==> src/rtl/clock_ratio_monitor.sv <==
// clock_ratio_monitor
//
// Watches a divided or gated clock (mon_clk_in) that is sampled as plain data
// in the clk domain. It recovers the divide ratio from the high and low phase
// lengths, reports whether the monitored clock is running, flags malformed
// periods, and compares the locked ratio against an expected divider select.
//
// Optional feature: define CLK_MON_ERR_CNT_EN to build the 8-bit saturating
// glitch counter behind err_count. When it is undefined, err_count is tied to 0.
//
// Parameters
//   TIMEOUT           clk cycles without any mon_clk_in edge before the input
//                     is declared stopped (9..255)
// Ports
//   clk               sampling clock
//   rst               synchronous, active-high reset
//   mon_clk_in        monitored clock, asynchronous to clk in principle
//   expected_div_sel  01=/2, 10=/4, 11=/8, 00=full rate (never checked)
//   check_en          enables ratio_mismatch
//   glitch_clr        one-cycle clear of glitch_err (and err_count)
//   clk_active        monitor is out of IDLE, so an edge was seen recently
//   div_valid         measured_div is locked
//   measured_div      recovered divider encoding
//   period_len        last complete period in clk cycles, saturating at 15
//   ratio_mismatch    registered mismatch between measured and expected ratio
//   glitch_err        sticky malformed-period flag
//   err_count         glitch counter (0 unless CLK_MON_ERR_CNT_EN)
//
// There is no valid/ready handshake here: every input is sampled on each
// rising clk edge, and every output is a level.
module clock_ratio_monitor #(
  parameter int TIMEOUT = 16
) (
  input  logic       clk,
  input  logic       rst,
  input  logic       mon_clk_in,
  input  logic [1:0] expected_div_sel,
  input  logic       check_en,
  input  logic       glitch_clr,
  output logic       clk_active,
  output logic       div_valid,
  output logic [1:0] measured_div,
  output logic [3:0] period_len,
  output logic       ratio_mismatch,
  output logic       glitch_err,
  output logic [7:0] err_count
);

  typedef enum logic [1:0] {
    ST_IDLE    = 2'd0,
    ST_ACQUIRE = 2'd1,
    ST_CONFIRM = 2'd2,
    ST_LOCKED  = 2'd3
  } state_t;

  // The idle counter holds "cycles since the last edge minus one", so the
  // TIMEOUT-th quiet cycle is the one where it reads TIMEOUT-1.
  localparam logic [7:0] IDLE_LIMIT = 8'(TIMEOUT - 1);

  logic       s1_q, s2_q, s3_q;
  logic [3:0] hi_cnt_q, hi_cnt_d;
  logic [3:0] lo_cnt_q, lo_cnt_d;
  logic [7:0] idle_cnt_q, idle_cnt_d;
  state_t     state_q, state_d;
  logic [1:0] cand_q, cand_d;
  logic [1:0] measured_div_q, measured_div_d;
  logic [3:0] period_len_q, period_len_d;
  logic       ratio_mismatch_q, ratio_mismatch_d;
  logic       glitch_err_q, glitch_err_d;

  logic       rise, fall, any_edge, timeout, glitch;
  logic [4:0] period_sum;
  logic       period_ok;
  logic [1:0] period_enc;

  assign rise     = s2_q & ~s3_q;
  assign fall     = ~s2_q & s3_q;
  assign any_edge = rise | fall;
  // An edge in the same cycle always wins over a timeout.
  assign timeout  = (state_q != ST_IDLE) && !any_edge && (idle_cnt_q >= IDLE_LIMIT);

  // At a rising edge, hi_cnt_q holds the previous high phase and lo_cnt_q
  // holds the low phase that just ended.
  assign period_sum = {1'b0, hi_cnt_q} + {1'b0, lo_cnt_q};

  always_comb begin
    period_ok  = 1'b0;
    period_enc = 2'b00;
    if (hi_cnt_q == lo_cnt_q) begin
      if (period_sum == 5'd2) begin
        period_ok  = 1'b1;
        period_enc = 2'b01;
      end else if (period_sum == 5'd4) begin
        period_ok  = 1'b1;
        period_enc = 2'b10;
      end else if (period_sum == 5'd8) begin
        period_ok  = 1'b1;
        period_enc = 2'b11;
      end
    end
  end

  // Phase and idle counters
  always_comb begin
    hi_cnt_d = hi_cnt_q;
    lo_cnt_d = lo_cnt_q;
    if (rise) begin
      hi_cnt_d = 4'd1;
    end else if (s2_q && hi_cnt_q != 4'd15) begin
      hi_cnt_d = hi_cnt_q + 4'd1;
    end
    if (fall) begin
      lo_cnt_d = 4'd1;
    end else if (!s2_q && lo_cnt_q != 4'd15) begin
      lo_cnt_d = lo_cnt_q + 4'd1;
    end
    // The first rise out of IDLE restarts measurement, so a partial first
    // period is never judged.
    if (state_q == ST_IDLE && rise) begin
      lo_cnt_d = 4'd0;
    end

    idle_cnt_d = idle_cnt_q;
    if (any_edge) begin
      idle_cnt_d = 8'd0;
    end else if (idle_cnt_q != 8'hff) begin
      idle_cnt_d = idle_cnt_q + 8'd1;
    end
  end

  // Lock FSM: next-state and registered-output logic
  always_comb begin
    state_d        = state_q;
    cand_d         = cand_q;
    measured_div_d = measured_div_q;
    period_len_d   = period_len_q;
    glitch         = 1'b0;

    if (rise && state_q != ST_IDLE) begin
      period_len_d = (period_sum > 5'd15) ? 4'd15 : period_sum[3:0];
    end

    case (state_q)
      ST_IDLE: begin
        if (rise) state_d = ST_ACQUIRE;
      end
      ST_ACQUIRE: begin
        if (rise) begin
          if (period_ok) begin
            cand_d  = period_enc;
            state_d = ST_CONFIRM;
          end else begin
            glitch = 1'b1;
          end
        end
      end
      ST_CONFIRM: begin
        if (rise) begin
          if (!period_ok) begin
            glitch  = 1'b1;
            state_d = ST_ACQUIRE;
          end else if (period_enc == cand_q) begin
            measured_div_d = cand_q;
            state_d        = ST_LOCKED;
          end else begin
            cand_d = period_enc;
          end
        end
      end
      ST_LOCKED: begin
        if (rise) begin
          if (!period_ok) begin
            glitch  = 1'b1;
            state_d = ST_ACQUIRE;
          end else if (period_enc != cand_q) begin
            cand_d  = period_enc;
            state_d = ST_CONFIRM;
          end
        end
      end
      default: state_d = ST_IDLE;
    endcase

    if (timeout) begin
      state_d = ST_IDLE;
    end
  end

  // div_valid is exactly "in LOCKED": every exit from LOCKED drops it.
  assign div_valid  = (state_q == ST_LOCKED);
  assign clk_active = (state_q != ST_IDLE);

  assign ratio_mismatch_d = check_en && div_valid && (expected_div_sel != 2'b00) &&
                            (measured_div_q != expected_div_sel);

  // A glitch in the same cycle as a clear keeps the flag set.
  assign glitch_err_d = glitch ? 1'b1 : (glitch_clr ? 1'b0 : glitch_err_q);

  always_ff @(posedge clk) begin
    if (rst) begin
      s1_q             <= 1'b0;
      s2_q             <= 1'b0;
      s3_q             <= 1'b0;
      hi_cnt_q         <= 4'd0;
      lo_cnt_q         <= 4'd0;
      idle_cnt_q       <= 8'd0;
      state_q          <= ST_IDLE;
      cand_q           <= 2'b00;
      measured_div_q   <= 2'b00;
      period_len_q     <= 4'd0;
      ratio_mismatch_q <= 1'b0;
      glitch_err_q     <= 1'b0;
    end else begin
      s1_q             <= mon_clk_in;
      s2_q             <= s1_q;
      s3_q             <= s2_q;
      hi_cnt_q         <= hi_cnt_d;
      lo_cnt_q         <= lo_cnt_d;
      idle_cnt_q       <= idle_cnt_d;
      state_q          <= state_d;
      cand_q           <= cand_d;
      measured_div_q   <= measured_div_d;
      period_len_q     <= period_len_d;
      ratio_mismatch_q <= ratio_mismatch_d;
      glitch_err_q     <= glitch_err_d;
    end
  end

  assign measured_div   = measured_div_q;
  assign period_len     = period_len_q;
  assign ratio_mismatch = ratio_mismatch_q;
  assign glitch_err     = glitch_err_q;

`ifdef CLK_MON_ERR_CNT_EN
  logic [7:0] err_count_q, err_count_d;

  // A glitch coinciding with a clear restarts the count at 1.
  always_comb begin
    err_count_d = err_count_q;
    if (glitch && glitch_clr) begin
      err_count_d = 8'd1;
    end else if (glitch) begin
      if (err_count_q != 8'hff) err_count_d = err_count_q + 8'd1;
    end else if (glitch_clr) begin
      err_count_d = 8'd0;
    end
  end

  always_ff @(posedge clk) begin
    if (rst) begin
      err_count_q <= 8'd0;
    end else begin
      err_count_q <= err_count_d;
    end
  end

  assign err_count = err_count_q;
`else
  assign err_count = 8'd0;
`endif

endmodule

==> config.mk <==
export PLATFORM = sky130hd
export DESIGN_NAME = clock_ratio_monitor
export DESIGN_NICKNAME = d
export VERILOG_FILES = /design/src/rtl/clock_ratio_monitor.sv
export SDC_FILE = /design/constraint.sdc
export NUM_CORES = 1
export LEC_CHECK = 0
export CORE_AREA = 5 5 73 75
export DETAILED_ROUTE_END_ITERATION = 8
export DIE_AREA = 0 0 78 80
export PLACE_DENSITY_LB_ADDON = 0.15
export SYNTH_ARGS = -nofsm -noshare
export SYNTH_HDL_FRONTEND = slang
export SYNTH_SLANG_ARGS = --single-unit
==> constraint.sdc <==
create_clock -name clk -period 2.7 [get_ports clk]
set_input_delay 0.54 -clock clk [delete_from_list [all_inputs] [get_ports clk]]
set_output_delay 0.54 -clock clk [all_outputs]
set_load 0.1 [all_outputs]
==> results of run 1 <==
cell type report:
| cell class | instances | area (um2) |
|---|---|---|
| Inverter | 8 | 30.0 |
| Clock buffer | 8 | 100 |
| Fill cell | 448 | 2500 |
| Tap cell | 54 | 67.6 |
| Timing Repair Buffer | 24 | 195 |
| Sequential cell | 31 | 623 |
| Multi-Input combinational cell | 151 | 1080 |
state kept, by name, summed over array words and instances (netlist names):
register / flops
measured_div: 2
s3_q: 1
state_q: 2
lo_cnt_q: 4
glitch_err: 1
idle_cnt_q: 8
period_len: 4
s1_q: 1
s2_q: 1
ratio_mismatch: 1
cand_q: 2
hi_cnt_q: 4
cell usage after synthesis, drive strengths merged (2+ instances only):
library cell,count
dfxtp,31
nor2,25
nor3,14
a21oi,11
buf,11
ha,9
nand2,9
inv,8
nand3,6
xnor2,6
xor2,6
a211oi,5
mux2i,4
nor2b,4
nor4,4
o221a,4
a2111oi,3
and3,3
and4,3
nand4,3
a211o,2
a21o,2
and2,2
o21ai,2
or2,2
what timing repair did:
item / in CTS / in global routing
resized for setup: 1 / 7
pin swaps: 0 / 1
buffers inserted: 0 / 1
cloned: 0 / 0
endpoints found under the setup margin: 1 / 5
metal layers:
metal	track usage	vias to the layer above	part of all wire
li1	-	751	-
met1	0.161	712	0.46
met2	0.234	23	0.49
met3	0.0305	4	0.039
met4	0.0608	0	0.0087
met5	0	-	0
path summary, 6_finish.rpt:
kind / to / slack (ps) / from / depth (start not counted)
worst max-delay path: measured_div[1] / 90 / hi_cnt_q[2] / 8
worst min-delay path: s2_q / 450 / s1_q / 1
worst min register to register: s2_q / 450 / s1_q / 1
worst max register to register: measured_div[1] / 90 / hi_cnt_q[2] / 8
power by group through the flow:
stage	clock network (uW)	logic [uW]	registers, uW
floorplan	0	175	501
global placement	0	214	496
detailed placement	0	218	497
CTS	415	220	486
global route	437	243	490
finish	406	226	487
cell usage in the layout (no fill, tap or decap), types with 4 or more instances in the layout:
cell	count
sky130_fd_sc_hd__a211oi_1	4
sky130_fd_sc_hd__nor3_1	13
sky130_fd_sc_hd__nand2_1	9
sky130_fd_sc_hd__nor2b_1	4
sky130_fd_sc_hd__ha_1	9
sky130_fd_sc_hd__xnor2_1	4
sky130_fd_sc_hd__o221a_2	4
sky130_fd_sc_hd__conb_1	8
sky130_fd_sc_hd__a21oi_1	11
sky130_fd_sc_hd__mux2i_1	4
sky130_fd_sc_hd__nand3_1	6
sky130_fd_sc_hd__inv_1	8
sky130_fd_sc_hd__clkdlybuf4s50_1	6
sky130_fd_sc_hd__nor2_1	25
sky130_fd_sc_hd__xor2_1	5
sky130_fd_sc_hd__clkbuf_8	7
sky130_fd_sc_hd__dfxtp_1	29
sky130_fd_sc_hd__buf_4	18
logic make-up after synthesis:
group / after synthesis / share of synthesized area
compound gates: 38 / 0.174
xor+xnor: 12 / 0.0638
simple gates: 79 / 0.247
mux: 4 / 0.0227
flops: 31 / 0.352
buf+inv: 20 / 0.0645
fa+ha+maj: 10 / 0.0751
other cells: 1 / 0.00212
stage by stage:
stage	TNS (ps)	utilization	total power (uW)	setup WS [ps]	hold slack, ps
4_1_cts	0	0.450	1120	37.9	449
2_1_floorplan	0	-	676	131	414
5_1_grt	-6.25	0.456	1170	-6.25	467
3_5_place_dp	-17.1	0.427	715	-17.1	434
3_3_place_gp	0	0.427	710	90.6	416
6_report	0	0.456	1120	94.3	449
==> report_table.html, run 1 <==
<table>
<tr><th>Metric</th><th>Value</th></tr>
<tr><th colspan="2">Status</th></tr>
<tr><td>Outcome</td><td>complete, no violations</td></tr>
<tr><th colspan="2">Clock tree</th></tr>
<tr><td>Worst skew pair latency</td><td>280 ps</td></tr>
<tr><td>Hold buffer count at CTS</td><td>0</td></tr>
<tr><td>Number of sinks on the clock net</td><td>31</td></tr>
<tr><td>Clock tree root driver cell</td><td>sky130_fd_sc_hd__clkbuf_8</td></tr>
<tr><td>Clock slew at reported path FFs</td><td>approximately 70 ps</td></tr>
<tr><td>Number of buffers inserted during clock tree synthesis</td><td>5</td></tr>
<tr><td>TritonCTS clock tree</td><td>done</td></tr>
<tr><td>Max H-tree Level</td><td>2</td></tr>
<tr><td>Buffers from clock root to sink, at most</td><td>2</td></tr>
<tr><th colspan="2">Die</th></tr>
<tr><td>Die span in x</td><td>just under 80 um</td></tr>
<tr><td>Core box area</td><td>roughly 4600 um2</td></tr>
<tr><td>Boundary Pins</td><td>25</td></tr>
<tr><td>Y dimension of the die</td><td>approximately 80 um</td></tr>
<tr><td>DIE AREA</td><td>6240 um2</td></tr>
<tr><td>Effective utilization at floorplan</td><td>0.384</td></tr>
<tr><td>Total number of placement rows</td><td>25</td></tr>
<tr><th colspan="2">Pwr</th></tr>
<tr><td>Part of the power in registers</td><td>0.435</td></tr>
<tr><td>Lkg Pwr</td><td>roughly 0.00084 uW</td></tr>
<tr><td>Switching power</td><td>between 300 and 400 uW</td></tr>
<tr><td>Logic pwr share</td><td>0.202</td></tr>
<tr><td>Clock network fraction of design power</td><td>0.363</td></tr>
<tr><td>Areal power density over the cells</td><td>roughly 530 nW/um2</td></tr>
<tr><td>Max rail drop VDD</td><td>0.217 mV</td></tr>
<tr><td>Internal cell power</td><td>~780 uW</td></tr>
<tr><td>Switching share of power</td><td>0.303</td></tr>
<tr><th colspan="2">Placed design</th></tr>
<tr><td>GPL Wtd Cong</td><td>0.819</td></tr>
<tr><td>Number of I/O port buffers</td><td>16</td></tr>
<tr><td>Placed cells</td><td>about 270</td></tr>
<tr><td>Detailed-placement wirelength estimate</td><td>3030 um</td></tr>
<tr><td>Instance area at placement</td><td>1960 um2</td></tr>
<tr><th colspan="2">Logic synthesis</th></tr>
<tr><td>Synth Warn #</td><td>0</td></tr>
<tr><td>Post-synthesis cell area</td><td>1770 um2</td></tr>
<tr><td>Number of enable-type register cells in the synthesized netlist</td><td>0</td></tr>
<tr><td>Post-synthesis cell type count</td><td>53</td></tr>
<tr><td>Cell type contributing the most total cell area after synthesis</td><td>sky130_fd_sc_hd__dfxtp_1</td></tr>
<tr><td>Flip-flop and latch count after synthesis</td><td>31</td></tr>
<tr><td>Top FF cell, synth</td><td>sky130_fd_sc_hd__dfxtp_1</td></tr>
<tr><td>Gate count after technology mapping</td><td>~200</td></tr>
<tr><td>Yosys top cell area share</td><td>0.352</td></tr>
<tr><td>Sequential fraction of the synthesis area</td><td>0.352</td></tr>
<tr><td>Synthesized area per cell</td><td>about 9.1 um2</td></tr>
<tr><td>Ranking of synthesized cells by area</td><td>sky130_fd_sc_hd__dfxtp_1, sky130_fd_sc_hd__ha_1, sky130_fd_sc_hd__nor2_1</td></tr>
<tr><td>Async set-or-reset flop fraction in the synthesized netlist</td><td>0</td></tr>
<tr><th colspan="2">Global routing</th></tr>
<tr><td>Global route overflow</td><td>0</td></tr>
<tr><td>Global-route wire length before repair</td><td>just under 7000 um</td></tr>
<tr><td>Via count of the first global-routing pass</td><td>1500</td></tr>
<tr><td>Overall routing resource usage</td><td>0.136</td></tr>
<tr><td>Antenna violations before repair</td><td>0</td></tr>
<tr><td>Maximum number of pins on one net before global-route repair</td><td>12</td></tr>
<tr><th colspan="2">Setup path</th></tr>
<tr><td>Critical path cell sequence</td><td>ha_1, buf_4, a21oi_1, a211oi_1, a221o_1, a311o_1, and2_4, a41o_1</td></tr>
<tr><td>Maximum cell stage delay along the critical path</td><td>about 410 ps</td></tr>
<tr><td>Category of the worst setup path launch point</td><td>register</td></tr>
<tr><td>Critical-path cell with the highest stage delay</td><td>sky130_fd_sc_hd__dfxtp_1</td></tr>
<tr><td>Data required time at the worst endpoint</td><td>around 2900 ps</td></tr>
<tr><td>Endpoint type of the worst setup path</td><td>register</td></tr>
<tr><td>Worst Path Buf+Inv</td><td>1</td></tr>
<tr><td>Crit path max fanout</td><td>9</td></tr>
<tr><td>Worst setup path class</td><td>reg2reg</td></tr>
<tr><td>Dominant delay contributor by cell family on the critical path</td><td>compound AO/OA/AOI/OAI gates</td></tr>
<tr><td>CP arrival</td><td>around 2800 ps</td></tr>
<tr><th colspan="2">Route</th></tr>
<tr><td>Post-route ant nets</td><td>0</td></tr>
<tr><td>Length of the first detailed-routing pass in iterations</td><td>4</td></tr>
<tr><td>Total DRC errors in the routed layout</td><td>0</td></tr>
<tr><td>Routed wire length</td><td>4020 um</td></tr>
<tr><td>Per-cell via count in the routed design</td><td>5.40</td></tr>
<tr><td>Routed wirelength normalized by instance count</td><td>roughly 15 um</td></tr>
<tr><td>Starting DRC count in detailed routing</td><td>about 110</td></tr>
<tr><td>Via Count</td><td>1490</td></tr>
<tr><th colspan="2">Timing</th></tr>
<tr><td>Crit path time final</td><td>between 2000 and 3000 ps</td></tr>
<tr><td>Final worst clock skew</td><td>about 7 ps</td></tr>
<tr><td>Slew Viols, Final</td><td>0</td></tr>
<tr><td># setup viols final</td><td>0</td></tr>
<tr><td>Top achievable clock speed</td><td>384 MHz</td></tr>
<tr><td>Share of the clock period used by the worst path</td><td>0.965</td></tr>
<tr><td>Hold Vio Cnt, Final</td><td>0</td></tr>
<tr><th colspan="2">Cells and area</th></tr>
<tr><td>Final cell area excluding filler cells</td><td>approximately 2100 um2</td></tr>
<tr><td>Layout Cells excl Fill</td><td>about 280</td></tr>
<tr><td>Final antenna diode count</td><td>0</td></tr>
<tr><td>Share of layout cells above drive strength 1</td><td>0.207</td></tr>
<tr><td>Area growth, synth to finish</td><td>18.8%</td></tr>
<tr><td>Number of nets at the end of the flow</td><td>238</td></tr>
<tr><th colspan="2">Min path</th></tr>
<tr><td>Path class of the lowest-slack min-delay path</td><td>reg2reg</td></tr>
<tr><th colspan="2">Job</th></tr>
<tr><td>Number of max-cap violations</td><td>0</td></tr>
</table>
No activity file was read; power rests on OpenSTA's default activity.
==> inputs of run 2 (changes only) <==
- CTS_BUF_LIST: not set -> sky130_fd_sc_hd__clkbuf_8
==> report_table.html, run 2 (synthesis results as in run 1) <==
<table>
<tr><th>Metric</th><th>Value</th></tr>
<tr><th colspan="2">Setup path</th></tr>
<tr><td>Worst setup path class</td><td>reg2reg</td></tr>
<tr><td>Worst Path Buf+Inv</td><td>1 (unchanged)</td></tr>
<tr><td>Maximum cell stage delay along the critical path</td><td>380 ps (-30 ps)</td></tr>
<tr><td>CP arrival</td><td>2780 ps (about the same)</td></tr>
<tr><td>Data required time at the worst endpoint</td><td>2870 ps (about the same)</td></tr>
<tr><td>Category of the worst setup path launch point</td><td>register</td></tr>
<tr><td>Endpoint type of the worst setup path</td><td>register</td></tr>
<tr><td>Dominant delay contributor by cell family on the critical path</td><td>compound AO/OA/AOI/OAI gates</td></tr>
<tr><td>Critical path cell sequence</td><td>ha_1, buf_4, a21oi_1, a211oi_1, a221o_1, a311o_1, and2_4, a41o_1</td></tr>
<tr><td>Critical-path cell with the highest stage delay</td><td>sky130_fd_sc_hd__a311o_1</td></tr>
<tr><td>Crit path max fanout</td><td>9 (unchanged)</td></tr>
<tr><th colspan="2">Die</th></tr>
<tr><td>Total number of placement rows</td><td>25 (unchanged)</td></tr>
<tr><td>DIE AREA</td><td>6240 um2 (unchanged)</td></tr>
<tr><td>Y dimension of the die</td><td>80 um (unchanged)</td></tr>
<tr><td>Effective utilization at floorplan</td><td>0.384 (unchanged)</td></tr>
<tr><td>Die span in x</td><td>78 um (unchanged)</td></tr>
<tr><td>Core box area</td><td>4600 um2 (unchanged)</td></tr>
<tr><td>Boundary Pins</td><td>25 (unchanged)</td></tr>
<tr><th colspan="2">Cells and area</th></tr>
<tr><td>Filler cell count in the final layout</td><td>448 (unchanged)</td></tr>
<tr><td>Number of nets at the end of the flow</td><td>238 (unchanged)</td></tr>
<tr><td>Leading cell type in the layout, fill and taps excluded</td><td>sky130_fd_sc_hd__dfxtp_1</td></tr>
<tr><td>Highest-count cells in the layout ignoring fill and taps</td><td>sky130_fd_sc_hd__dfxtp_1, sky130_fd_sc_hd__nor2_1, sky130_fd_sc_hd__buf_4, sky130_fd_sc_hd__nor3_1, sky130_fd_sc_hd__a21oi_1</td></tr>
<tr><td>Area growth, synth to finish</td><td>18.8% (unchanged)</td></tr>
<tr><td>Register with the most flip-flops</td><td>idle_cnt_q</td></tr>
<tr><td>Flip-flop count of the largest register after layout</td><td>8 (unchanged)</td></tr>
<tr><td>Final cell area excluding filler cells</td><td>2100 um2 (unchanged)</td></tr>
<tr><td>Share of layout cells above drive strength 1</td><td>0.207 (unchanged)</td></tr>
<tr><td>Final antenna diode count</td><td>0 (unchanged)</td></tr>
<tr><th colspan="2">Route</th></tr>
<tr><td>Length of the first detailed-routing pass in iterations</td><td>4 (unchanged)</td></tr>
<tr><td>Total DRC errors in the routed layout</td><td>0 (unchanged)</td></tr>
<tr><td>Routed wire length</td><td>4020 um (-0.15%)</td></tr>
<tr><td>Per-cell via count in the routed design</td><td>5.40 (unchanged)</td></tr>
<tr><td>Via Count</td><td>1490 (unchanged)</td></tr>
<tr><td>Starting DRC count in detailed routing</td><td>124 (+9.7%)</td></tr>
<tr><td>Post-route ant nets</td><td>0 (unchanged)</td></tr>
<tr><td>Routed wirelength normalized by instance count</td><td>14.6 um (-0.15%)</td></tr>
<tr><th colspan="2">Placed design</th></tr>
<tr><td>Instance area at placement</td><td>1960 um2 (unchanged)</td></tr>
<tr><td>Detailed-placement wirelength estimate</td><td>3030 um (unchanged)</td></tr>
<tr><td>Setup Slack @ Placement</td><td>-17.1 ps (unchanged)</td></tr>
<tr><td>Number of I/O port buffers</td><td>16 (unchanged)</td></tr>
<tr><td>GPL Wtd Cong</td><td>0.819 (unchanged)</td></tr>
<tr><th colspan="2">Timing</th></tr>
<tr><td>Share of the clock period used by the worst path</td><td>0.965 (about the same)</td></tr>
<tr><td># setup viols final</td><td>0 (unchanged)</td></tr>
<tr><td>Slack of the critical path</td><td>95.1 ps (+0.730 ps)</td></tr>
<tr><td>Crit path time final</td><td>2600 ps (-0.730 ps)</td></tr>
<tr><td>Top achievable clock speed</td><td>384 MHz (about the same)</td></tr>
<tr><td>Final worst clock skew</td><td>6.14 ps (-0.713 ps)</td></tr>
<tr><td>Slew Viols, Final</td><td>0 (unchanged)</td></tr>
<tr><td>Hold Vio Cnt, Final</td><td>0 (unchanged)</td></tr>
<tr><td>Final TNS setup</td><td>0 ps (unchanged)</td></tr>
<tr><th colspan="2">Pwr</th></tr>
<tr><td>Logic pwr share</td><td>0.203 (about the same)</td></tr>
<tr><td>Clock network fraction of design power</td><td>0.360 (-0.003)</td></tr>
<tr><td>Power consumption</td><td>1110 uW (-0.47%)</td></tr>
<tr><td>Switching share of power</td><td>0.304 (about the same)</td></tr>
<tr><td>Internal cell power</td><td>776 uW (-0.48%)</td></tr>
<tr><td>Lkg Pwr</td><td>0.000847 uW (+0.49%)</td></tr>
<tr><td>Part of the power in registers</td><td>0.437 (+0.002)</td></tr>
<tr><td>Max rail drop VDD</td><td>0.217 mV (about the same)</td></tr>
<tr><td>Areal power density over the cells</td><td>532 nW/um2 (-0.47%)</td></tr>
<tr><td>Switching power</td><td>338 uW (-0.44%)</td></tr>
<tr><th colspan="2">Clock tree</th></tr>
<tr><td>Max H-tree Level</td><td>2 (unchanged)</td></tr>
<tr><td>TritonCTS clock tree</td><td>done</td></tr>
<tr><td>Number of sinks on the clock net</td><td>31 (unchanged)</td></tr>
<tr><td>Number of buffers inserted during clock tree synthesis</td><td>5 (unchanged)</td></tr>
<tr><td>Worst skew pair latency</td><td>280 ps (about the same)</td></tr>
<tr><td>Clock slew at reported path FFs</td><td>70 ps (about the same)</td></tr>
<tr><td>Hold buffer count at CTS</td><td>0 (unchanged)</td></tr>
<tr><td>Buffers from clock root to sink, at most</td><td>2 (unchanged)</td></tr>
<tr><td>Clock tree root driver cell</td><td>sky130_fd_sc_hd__clkbuf_8</td></tr>
<tr><th colspan="2">Job</th></tr>
<tr><td>Number of max-cap violations</td><td>0 (unchanged)</td></tr>
<tr><th colspan="2">Global routing</th></tr>
<tr><td>Maximum number of pins on one net before global-route repair</td><td>12 (unchanged)</td></tr>
<tr><td>Antenna violations before repair</td><td>0 (unchanged)</td></tr>
<tr><td>Overall routing resource usage</td><td>0.136 (unchanged)</td></tr>
<tr><td>Via count of the first global-routing pass</td><td>1500 (unchanged)</td></tr>
<tr><td>Global-route wire length before repair</td><td>6870 um (unchanged)</td></tr>
<tr><td>Global route overflow</td><td>0 (unchanged)</td></tr>
<tr><th colspan="2">Min path</th></tr>
<tr><td>Path class of the lowest-slack min-delay path</td><td>reg2reg</td></tr>
<tr><th colspan="2">Status</th></tr>
<tr><td>Outcome</td><td>complete, no violations</td></tr>
</table>
run 2: layer usage:
metal	vias up	GRT usage	routed length, um
met4	0	0.0608	35
met5	-	0	0
met3	4	0.0305	137
met1	718	0.161	1840
li1	750	-	-
met2	18	0.234	2000
run 2: timing repair:
item | 4_1_cts | 5_1_grt
pin swaps | 0 | 1
cloned | 0 | 0
endpoints found under the setup margin | 1 | 5
gates resized for setup | 1 | 7
setup buffers | 0 | 1
run 2: power groups by stage:
stage               Clock [uW]  Combinational (uW)  Sequential [uW]
finish                     401                 227              487
global route               434                 243              490
CTS                        412                 220              486
detailed placement           0                 218              497
global placement             0                 214              496
floorplan                    0                 175              501
run 2: final cells by class:
cell class	count	area (um2)	area share
Clock buffer	7	96.3	0.0459
Inverter	8	30.0	0.0143
Timing Repair Buffer	24	195	0.0931
Multi-Input combinational cell	151	1080	0.516
Clock inverter	1	3.75	0.00179
Sequential cell	31	623	0.297
Tap cell	54	67.6	0.0322
run 2: worst paths after layout:
kind                     end  depth (start not counted)        start  slack (ps)
min reg2reg             s2_q                          1         s1_q         450
min                     s2_q                          1         s1_q         450
max reg2reg  measured_div[1]                          8  hi_cnt_q[2]         100
max          measured_div[1]                          8  hi_cnt_q[2]         100
run 2: per-stage QoR:
step	utilization	instances	hold slack, ps
final	0.456	276	449
after global routing	0.456	276	467
after CTS	0.450	275	449
after detailed placement	0.427	267	434
after global placement	0.427	267	416
after floorplan	-	202	414
